## config.mk

```make
export PLATFORM = sky130hd
export DESIGN_NAME = shift_arbiter_flat
export DESIGN_NICKNAME = d
export VERILOG_FILES = /design/src/rtl/shift_arbiter_pkg.sv /design/src/rtl/shift_arbiter_if.sv /design/src/rtl/shift_right32.sv /design/src/rtl/shift_arbiter.sv /design/src/flat_wrapper.sv
export SDC_FILE = /design/constraint.sdc
export NUM_CORES = 1
export LEC_CHECK = 0
export CAP_MARGIN = 30
export CORE_MARGIN = 8
export CORE_UTILIZATION = 30
export CTS_CLUSTER_DIAMETER = 30
export DETAILED_ROUTE_END_ITERATION = 8
export HOLD_SLACK_MARGIN = 0.1
export REMOVE_ABC_BUFFERS = 1
export SLEW_MARGIN = 0
export SYNTH_ARGS = -nofsm -noshare
export SYNTH_HDL_FRONTEND = slang
export SYNTH_HIERARCHICAL = 1
export SYNTH_SLANG_ARGS = --single-unit
```

## constraint.sdc

```tcl
create_clock -name clk -period 4.5 [get_ports clk]
set_input_delay 1.125 -clock clk [delete_from_list [all_inputs] [get_ports clk]]
set_output_delay 1.125 -clock clk [all_outputs]
set_load 0.05 [all_outputs]
```

## src/rtl/shift_arbiter_pkg.sv

```systemverilog
// Shared constants for the shift arbiter: op encodings and datapath width.
package shift_arbiter_pkg;

  localparam int unsigned SHIFT_WIDTH = 32;

  localparam logic [1:0] SHIFT_OP_SLL = 2'b00;
  localparam logic [1:0] SHIFT_OP_SRL = 2'b01;
  localparam logic [1:0] SHIFT_OP_SRA = 2'b11;
  localparam logic [1:0] SHIFT_OP_RSV = 2'b10;

endpackage

```

## src/rtl/shift_arbiter_if.sv

```systemverilog
// Two requester ports and one response slot of the shared shifter.
interface shift_arbiter_if;
  import shift_arbiter_pkg::*;

  logic                   req0_valid;
  logic                   req0_ready;
  logic [1:0]             req0_op;
  logic [SHIFT_WIDTH-1:0] req0_data;
  logic [4:0]             req0_shamt;

  logic                   req1_valid;
  logic                   req1_ready;
  logic [1:0]             req1_op;
  logic [SHIFT_WIDTH-1:0] req1_data;
  logic [4:0]             req1_shamt;

  logic                   rsp_valid;
  logic                   rsp_ready;
  logic [SHIFT_WIDTH-1:0] rsp_data;
  logic                   rsp_id;

  modport master (
    output req0_valid, req0_op, req0_data, req0_shamt,
    output req1_valid, req1_op, req1_data, req1_shamt,
    output rsp_ready,
    input  req0_ready, req1_ready, rsp_valid, rsp_data, rsp_id
  );

  modport slave (
    input  req0_valid, req0_op, req0_data, req0_shamt,
    input  req1_valid, req1_op, req1_data, req1_shamt,
    input  rsp_ready,
    output req0_ready, req1_ready, rsp_valid, rsp_data, rsp_id
  );

endinterface

```

## src/rtl/shift_right32.sv

```systemverilog
// Combinational 32-bit right shifter, logical or arithmetic.
module shift_right32 #(
  parameter real T = 0.000
) (
  input  logic [31:0] data_i,
  input  logic [4:0]  shamt_i,
  input  logic        arith_i,
  output logic [31:0] result_o
);

  // T is a modelling delay only; a negative value is a configuration error.
  if (T < 0.0) begin : g_bad_delay
    $error("shift_right32: negative delay T");
  end

  assign result_o = arith_i ? 32'($signed(data_i) >>> shamt_i) : (data_i >> shamt_i);

endmodule

```

## src/rtl/shift_arbiter.sv

```systemverilog
// Round-robin sharing of one right shifter between two requesters; sll is
// done by bit-reversing around the shifter. One registered result slot.
module shift_arbiter
  import shift_arbiter_pkg::*;
#(
  parameter real T = 0.000
) (
  input  logic            clk,
  input  logic            rst,
  shift_arbiter_if.slave  bus
);

  logic                   rsp_valid_q, rsp_valid_d;
  logic [SHIFT_WIDTH-1:0] rsp_data_q, rsp_data_d;
  logic                   rsp_id_q, rsp_id_d;
  logic                   last_grant_q, last_grant_d;

  logic                   can_accept;
  logic                   grant;
  logic                   fire;
  logic [1:0]             sel_op;
  logic [SHIFT_WIDTH-1:0] sel_data;
  logic [4:0]             sel_shamt;
  logic                   rev;
  logic                   mode;
  logic [SHIFT_WIDTH-1:0] shift_in;
  logic [SHIFT_WIDTH-1:0] shift_out;
  logic [SHIFT_WIDTH-1:0] result;

  assign can_accept = ~rsp_valid_q | bus.rsp_ready;

  // Under contention the requester that did not win last time goes first.
  assign grant = (bus.req0_valid & bus.req1_valid) ? ~last_grant_q : bus.req1_valid;

  assign bus.req0_ready = ~rst & can_accept & bus.req0_valid & ~grant;
  assign bus.req1_ready = ~rst & can_accept & bus.req1_valid & grant;
  assign fire           = bus.req0_ready | bus.req1_ready;

  assign sel_op    = grant ? bus.req1_op    : bus.req0_op;
  assign sel_data  = grant ? bus.req1_data  : bus.req0_data;
  assign sel_shamt = grant ? bus.req1_shamt : bus.req0_shamt;

  assign mode     = sel_op[1] & sel_op[0];
  assign rev      = (sel_op == SHIFT_OP_SLL);
  assign shift_in = rev ? {<<{sel_data}} : sel_data;
  assign result   = rev ? {<<{shift_out}} : shift_out;

  shift_right32 #(
    .T (T)
  ) u_shift (
    .data_i   (shift_in),
    .shamt_i  (sel_shamt),
    .arith_i  (mode),
    .result_o (shift_out)
  );

  always_comb begin
    rsp_valid_d  = rsp_valid_q;
    rsp_data_d   = rsp_data_q;
    rsp_id_d     = rsp_id_q;
    last_grant_d = last_grant_q;
    if (fire) begin
      rsp_valid_d  = 1'b1;
      rsp_data_d   = result;
      rsp_id_d     = grant;
      last_grant_d = grant;
    end else if (bus.rsp_ready) begin
      rsp_valid_d  = 1'b0;
    end
  end

  always_ff @(posedge clk) begin
    if (rst) begin
      rsp_valid_q  <= 1'b0;
      rsp_data_q   <= '0;
      rsp_id_q     <= 1'b0;
      last_grant_q <= 1'b1;
    end else begin
      rsp_valid_q  <= rsp_valid_d;
      rsp_data_q   <= rsp_data_d;
      rsp_id_q     <= rsp_id_d;
      last_grant_q <= last_grant_d;
    end
  end

  assign bus.rsp_valid = rsp_valid_q;
  assign bus.rsp_data  = rsp_data_q;
  assign bus.rsp_id    = rsp_id_q;

endmodule

```

## src/flat_wrapper.sv

```systemverilog
// flat-port wrapper written by rule: the top's interface ports become plain ports
module shift_arbiter_flat import shift_arbiter_pkg::*;
#(
  parameter real T = 0.000
)
  (clk, rst, bus_req0_valid, bus_req0_op, bus_req0_data, bus_req0_shamt, bus_req1_valid, bus_req1_op, bus_req1_data, bus_req1_shamt, bus_rsp_ready, bus_req0_ready, bus_req1_ready, bus_rsp_valid, bus_rsp_data, bus_rsp_id);
  shift_arbiter_if bus_i ();
  input  logic clk;
  input  logic rst;
  input wire logic [$bits(bus_i.req0_valid)-1:0] bus_req0_valid;
  input wire logic [$bits(bus_i.req0_op)-1:0] bus_req0_op;
  input wire logic [$bits(bus_i.req0_data)-1:0] bus_req0_data;
  input wire logic [$bits(bus_i.req0_shamt)-1:0] bus_req0_shamt;
  input wire logic [$bits(bus_i.req1_valid)-1:0] bus_req1_valid;
  input wire logic [$bits(bus_i.req1_op)-1:0] bus_req1_op;
  input wire logic [$bits(bus_i.req1_data)-1:0] bus_req1_data;
  input wire logic [$bits(bus_i.req1_shamt)-1:0] bus_req1_shamt;
  input wire logic [$bits(bus_i.rsp_ready)-1:0] bus_rsp_ready;
  output wire logic [$bits(bus_i.req0_ready)-1:0] bus_req0_ready;
  output wire logic [$bits(bus_i.req1_ready)-1:0] bus_req1_ready;
  output wire logic [$bits(bus_i.rsp_valid)-1:0] bus_rsp_valid;
  output wire logic [$bits(bus_i.rsp_data)-1:0] bus_rsp_data;
  output wire logic [$bits(bus_i.rsp_id)-1:0] bus_rsp_id;
  assign bus_i.req0_valid = bus_req0_valid;
  assign bus_i.req0_op = bus_req0_op;
  assign bus_i.req0_data = bus_req0_data;
  assign bus_i.req0_shamt = bus_req0_shamt;
  assign bus_i.req1_valid = bus_req1_valid;
  assign bus_i.req1_op = bus_req1_op;
  assign bus_i.req1_data = bus_req1_data;
  assign bus_i.req1_shamt = bus_req1_shamt;
  assign bus_i.rsp_ready = bus_rsp_ready;
  assign bus_req0_ready = bus_i.req0_ready;
  assign bus_req1_ready = bus_i.req1_ready;
  assign bus_rsp_valid = bus_i.rsp_valid;
  assign bus_rsp_data = bus_i.rsp_data;
  assign bus_rsp_id = bus_i.rsp_id;
  shift_arbiter #(.T(T)) u_core (.clk(clk), .rst(rst), .bus(bus_i));
endmodule
```

==> impl_metrics.env, run 1 <==
export IMPL_fin_nets=725
export IMPL_cts_setup_buffers=0
export IMPL_place_congestion=0.884
export IMPL_htreeDepth=2
export IMPL_synth_edf_count=0
export IMPL_cp_slowest_cell="mux4_2"
export IMPL_avgSynthCellArea_um2=8.87
export IMPL_layout_drive_gt1_share_pct=21.2
export IMPL_hold_class="reg2reg"
export IMPL_die_w_um=140
export IMPL_synth_area_mm2=0.00462
export IMPL_async_flop_share_pct=0
export IMPL_grt_max_degree=65
export IMPL_cp_cell_sequence="clkdlybuf4s50_1 > a21boi_2 > mux2_2 > buf_4 > mux4_2 > mux2i_1 > mux2_2 > mux4_2 > mux2i_1 > nand2_1 > a311oi_2"
export IMPL_worstSetupPathType="in2reg"
export IMPL_clockBufferDepth=2
export IMPL_gr_usage_all_layers_pct=15.9
export IMPL_relSlewSlack_pct=56.7
export IMPL_pre_cts_slack_ns=0.0423
export IMPL_ys_warn_count=6
export IMPL_cts_tree="built"
export IMPL_postLayoutCoreUtil_pct=41.5
export IMPL_setup_viol=0
export IMPL_fp_dieH_um=140
export IMPL_finalCritPeriodShare_pct=92.6
export IMPL_layout_commonest_cell="nand2_1"
export IMPL_hold_viol=0
export IMPL_fin_skew_ns=0.00586
export IMPL_ys_types=57
export IMPL_dpl_hpwl_um=13100
export IMPL_n_antenna_cell=0
export IMPL_gr_total_overflow=0
export IMPL_crit_path_end_kind="flop"
export IMPL_fmax_mhz=240
export IMPL_hold_buffers=0
export IMPL_whs_ns=0.493
export IMPL_final_cell_mix="127 x nand2_1, 116 x clkdlybuf4s50_1, 55 x nor2_1"
export IMPL_drt_iter0_drc=272
export IMPL_clk_pin_slew_ns=0.05
export IMPL_rows=45
export IMPL_numCtsBuffers=5
export IMPL_cts_root_buffer="clkbuf_16"
export IMPL_fill_cells=1487
export IMPL_ys_ff_latch=35
export IMPL_status="completed"
export IMPL_place_area_mm2=0.00615
export IMPL_initial_core_util_pct=30.5
export IMPL_critPathLaunchType="input port"
export IMPL_coreArea_mm2=0.0151
export IMPL_tightest_slew_ns=0.650
export IMPL_cp_top_family="multiplexers"
export IMPL_p_leak_nw=2.34
export IMPL_area_growth_syn_to_layout_pct=36.0
export IMPL_maxCapViolations=0
export IMPL_ant_nets=0
export IMPL_wl_per_cell_um=19.1
export IMPL_antenna_found_initial=0
export IMPL_cp_arrival_ns=4.36
export IMPL_die_area_mm2=0.0196
export IMPL_fin_crit_ns=4.17
export IMPL_cts_resized_gates=0
export IMPL_worst_slack_ns=0.331
export IMPL_synth_cells=521
export IMPL_fin_area_mm2=0.00629
export IMPL_seq_area_frac_synth_pct=15.2
export IMPL_grt_pass1_wl_um=25400
export IMPL_clkSinkCount=35
export IMPL_power_density_mw_per_mm2=282
export IMPL_wirelength_um=15900
export IMPL_ys_flop_type="dfxtp_1"
export IMPL_drc=0
export IMPL_cp_data_required_time_ns=4.70
export IMPL_grt_setup_unrepaired="false"
export IMPL_first_global_vias=4694
export IMPL_vias_per_cell=5.57
export IMPL_slowest_delay_ns=0.51
export IMPL_drtPass1Iterations=4
export IMPL_ir_drop_v=0.000159
export IMPL_cp_max_fo=9
export IMPL_vias=4624
export IMPL_io_pins=119
export IMPL_path_buf_inv=2
export IMPL_io_buffer_count=118
export IMPL_clock_latency_ns=0.28
export IMPL_drv_slew=0
[synth_stat cells (all sizes together) (6+ instances only)]
library cell	number	area share (%)
nand2	130	11
mux4	57	29
nor2	55	4.5
buf	37	6.3
dfxtp	35	15
a311oi	32	7.4
o21ai	30	3.2
mux2i	24	5.5
a21oi	17	1.8
clkbuf	17	1.4
mux2	12	2.9
a211oi	6	1.1
a221oi	6	1.4
nor3	6	0.76
[cells by family (layout without fill, tap and decap cells)]
| kind of cell | count (synthesis) | after routing | synth area share [%] |
|---|---|---|---|
| buf+inv | 58 | 179 | 7.96 |
| simple gates | 214 | 214 | 19.2 |
| flops | 35 | 35 | 15.2 |
| mux | 93 | 93 | 37.1 |
| compound gates | 121 | 121 | 20.6 |
[layer usage]
metal	track usage (%)	vias to the layer above	part of all wire [%]
met2	26.6	154	47
met5	0	-	0
li1	-	2245	-
met1	20.7	2213	46
met3	2.79	12	5.9
met4	3.83	0	1.4
[per-stage QoR]
step           setup TNS [ns]  power, mW  instances
2_1_floorplan          -24.23       1.03        467
3_5_place_dp                0       1.43        823
3_3_place_gp                0       1.42        823
5_1_grt                     0       1.88        830
6_report                    0       1.77        830
4_1_cts                     0       1.78        830
[worst min-delay path, cell delays in order, from the launching register on]
cell and delay [ns]:
dfxtp_1 0.30, nor2_1 0.09, a311oi_1 0.05
[area by class of cell]
| class | instances | area, um^2 | share of cell area [%] |
|---|---|---|---|
| sequential | 35 | 701 | 11.1 |
| timing repair buffer | 168 | 1630 | 25.9 |
| clock buffer | 6 | 139 | 2.21 |
| multi-input combinational | 428 | 3570 | 56.7 |
| clock inverter | 1 | 5.00 | 0.0796 |
| inverter | 4 | 15.0 | 0.239 |
| tap | 188 | 235 | 3.74 |
[final timing paths]
check | start | end | slack [ns] | cells past startpoint
min reg2reg | u_core/bus.rsp_data[1]$_SDFFE_PP0P_ | u_core/bus.rsp_data[1]$_SDFFE_PP0P_ | 0.49 | 2
max reg2reg | u_core/last_grant_q$_SDFFE_PP1P_ | u_core/bus.rsp_data[27]$_SDFFE_PP0P_ | 1.36 | 10
min | u_core/bus.rsp_data[1]$_SDFFE_PP0P_ | u_core/bus.rsp_data[1]$_SDFFE_PP0P_ | 0.49 | 2
max | bus_req0_valid | u_core/bus.rsp_data[27]$_SDFFE_PP0P_ | 0.33 | 11
[sequential cells by signal, summed over array words and instances, names as in the netlist]
| signal | flops |
|---|---|
| u_core/bus.rsp_data | 32 |
| u_core/last_grant_q | 1 |
| u_core/bus.rsp_valid | 1 |
| u_core/bus.rsp_id | 1 |
[where the power goes]
group | total [mW] | switching [mW] | leakage (nW) | internal (mW)
Clock | 0.343 | 0.127 | 0.0727 | 0.216
Sequential | 0.356 | 0.0157 | 0.289 | 0.340
Combinational | 1.07 | 0.596 | 1.98 | 0.479
Total | 1.77 | 0.739 | 2.34 | 1.03
(Power assumes the default switching activity.)
==> run 2: changes to the inputs <==
CORE_UTILIZATION = 51   (was 30)
PLACE_DENSITY = 0.83   (was unset)
==> impl_metrics.env, run 2 (synthesis gave the netlist of run 1 again) <==
export IMPL_dpl_hpwl_um=13100
export IMPL_area_growth_syn_to_layout_pct=33.6
export IMPL_vias=4792
export IMPL_reg2regPathDepth=11
export IMPL_fin_skew_ns=0.00189
export IMPL_cp_cell_sequence="clkdlybuf4s50_1 > a21boi_2 > mux2_2 > buf_12 > mux4_2 > mux4_2 > mux2_2 > nor3_1 > a221oi_1 > buf_4 > nand2_1 > a311oi_1"
export IMPL_n_antenna_cell=0
export IMPL_endpoint="u_core/bus.rsp_data[2]$_SDFFE_PP0P_"
export IMPL_wl_met1_um=6460
export IMPL_crit_path_end_kind="flop"
export IMPL_ir_drop_v=0.000135
export IMPL_wl_met2_um=7900
export IMPL_wl_per_cell_um=21.0
export IMPL_clkPwrFrac_pct=16.9
export IMPL_io_buffer_count=118
export IMPL_final_cell_mix="127 x nand2_1, 116 x clkdlybuf4s50_1, 55 x nor2_1"
export IMPL_worstSetupPathType="in2reg"
export IMPL_fp_dieH_um=111
export IMPL_cp_arrival_ns=4.30
export IMPL_clk_pin_slew_ns=0.07
export IMPL_die_area_mm2=0.0124
export IMPL_fin_crit_ns=4.17
export IMPL_postLayoutCoreUtil_pct=70.5
export IMPL_drtPass1Iterations=5
export IMPL_critPathLaunchType="input port"
export IMPL_regToRegStartpoint="u_core/last_grant_q$_SDFFE_PP1P_"
export IMPL_htreeDepth=2
export IMPL_p_switching_uw=729
export IMPL_antenna_found_initial=0
export IMPL_setup_worst_path_start="bus_req0_valid"
export IMPL_drv_slew=0
export IMPL_ant_nets=0
export IMPL_top_layer_used="met4"
export IMPL_setup_viol=0
export IMPL_gr_total_overflow=0
export IMPL_first_global_vias=4662
export IMPL_clockBufferDepth=2
export IMPL_clock_latency_ns=0.28
export IMPL_vias_per_cell=6.38
export IMPL_fin_nets=725
export IMPL_layout_drive_gt1_share_pct=21.3
export IMPL_clkSinkCount=35
export IMPL_initial_core_util_pct=52.8
export IMPL_cp_max_fo=19
export IMPL_wl_met3_um=1030
export IMPL_whs_ns=0.499
export IMPL_cts_resized_gates=0
export IMPL_hold_viol=0
export IMPL_r2r_end="u_core/bus.rsp_data[2]$_SDFFE_PP0P_"
export IMPL_p_seq_share_pct=20.5
export IMPL_intPower_mw=1.00
export IMPL_drc=0
export IMPL_cp_slowest_cell="mux4_2"
export IMPL_gr_usage_all_layers_pct=24.4
export IMPL_maxCapViolations=0
export IMPL_cts_tree="built"
export IMPL_rows=34
export IMPL_numCtsBuffers=5
export IMPL_grt_setup_unrepaired="false"
export IMPL_pwr_share_comb_pct=62.6
export IMPL_tightest_slew_ns=0.623
export IMPL_largest_register_ffs=32
export IMPL_slowest_delay_ns=0.53
export IMPL_cts_setup_buffers=0
export IMPL_grt_pass1_wl_um=25400
export IMPL_coreArea_mm2=0.00876
export IMPL_hold_buffers=0
export IMPL_place_congestion=0.931
export IMPL_cp_data_required_time_ns=4.63
export IMPL_drt_iter0_drc=327
export IMPL_io_pins=119
export IMPL_finalCritPeriodShare_pct=92.7
export IMPL_rrSetupSlack_ns=1.35
export IMPL_p_leak_nw=2.33
export IMPL_power_density_mw_per_mm2=280
export IMPL_layout_commonest_cell="nand2_1"
export IMPL_swShare_pct=42.1
export IMPL_status="completed"
export IMPL_cts_root_buffer="clkbuf_8"
export IMPL_relSlewSlack_pct=58.5
export IMPL_fmax_mhz=240
export IMPL_die_w_um=111
export IMPL_grt_max_degree=65
export IMPL_hold_class="reg2reg"
export IMPL_wirelength_um=15700
==> run 2: metal layers <==
metal	vias to the layer above	GRT usage (%)
li1	2237	-
met1	2316	30.9
met2	217	41.9
met3	22	3.57
met4	0	7.02
met5	-	0
==> run 2: worst min path at each step <==
stage / slack, ns / end / cells past startpoint / start
6_report: 0.50 / u_core/bus.rsp_data[0]$_SDFFE_PP0P_ / 2 / u_core/bus.rsp_data[0]$_SDFFE_PP0P_
5_1_grt: 0.52 / u_core/bus.rsp_data[8]$_SDFFE_PP0P_ / 2 / u_core/bus.rsp_data[8]$_SDFFE_PP0P_
4_1_cts: 0.50 / u_core/bus.rsp_data[9]$_SDFFE_PP0P_ / 2 / u_core/bus.rsp_data[9]$_SDFFE_PP0P_
3_5_place_dp: 0.49 / u_core/bus.rsp_data[9]$_SDFFE_PP0P_ / 2 / u_core/bus.rsp_data[9]$_SDFFE_PP0P_
3_3_place_gp: 0.49 / u_core/bus.rsp_data[13]$_SDFFE_PP0P_ / 2 / u_core/bus.rsp_data[13]$_SDFFE_PP0P_
2_1_floorplan: 0.50 / u_core/last_grant_q$_SDFFE_PP1P_ / 1 / u_core/last_grant_q$_SDFFE_PP1P_
==> run 2: cell type report <==
type	count	area (um^2)
multi-input cells	428	3570
flip-flops and latches	35	701
repair buffers	168	1640
well taps	108	135
clock inverters	2	35.0
fillers	674	2590
inverters	4	15.0
clock buffers	6	82.6
==> run 2: power groups by stage <==
stage | sequential, mW | clock, mW | combinational, mW
after floorplan | 0.459 | 0 | 0.575
after global placement | 0.360 | 0 | 1.05
after detailed placement | 0.362 | 0 | 1.07
after CTS | 0.355 | 0.300 | 1.07
after global routing | 0.358 | 0.308 | 1.16
final | 0.355 | 0.293 | 1.08
==> run 2: metrics by stage <==
step / area [um^2] / total power, mW / setup TNS (ns) / std cells / setup WS (ns)
floorplan: 4270 / 1.03 / -24.23 / 467 / -1.00
global placement: 6060 / 1.41 / 0 / 743 / 0.151
detailed placement: 6060 / 1.43 / 0 / 743 / 0.0574
CTS: 6180 / 1.73 / 0 / 751 / 0.355
global route: 6180 / 1.83 / 0 / 751 / 0.151
finish: 6180 / 1.73 / 0 / 751 / 0.329
==> run 2: worst max-delay path, delay by kind of cell <==
family          cells  cell delay, ns
buf+inv             3            0.83
mux                 4            1.63
compound gates      3            0.48
simple gates        2            0.22
==> run 3: changes to the inputs <==
TNS_END_PERCENT = 1   (was unset)
==> results of run 3 <==
Same layout as run 2: the final DEF is identical, and so are final timing and power.
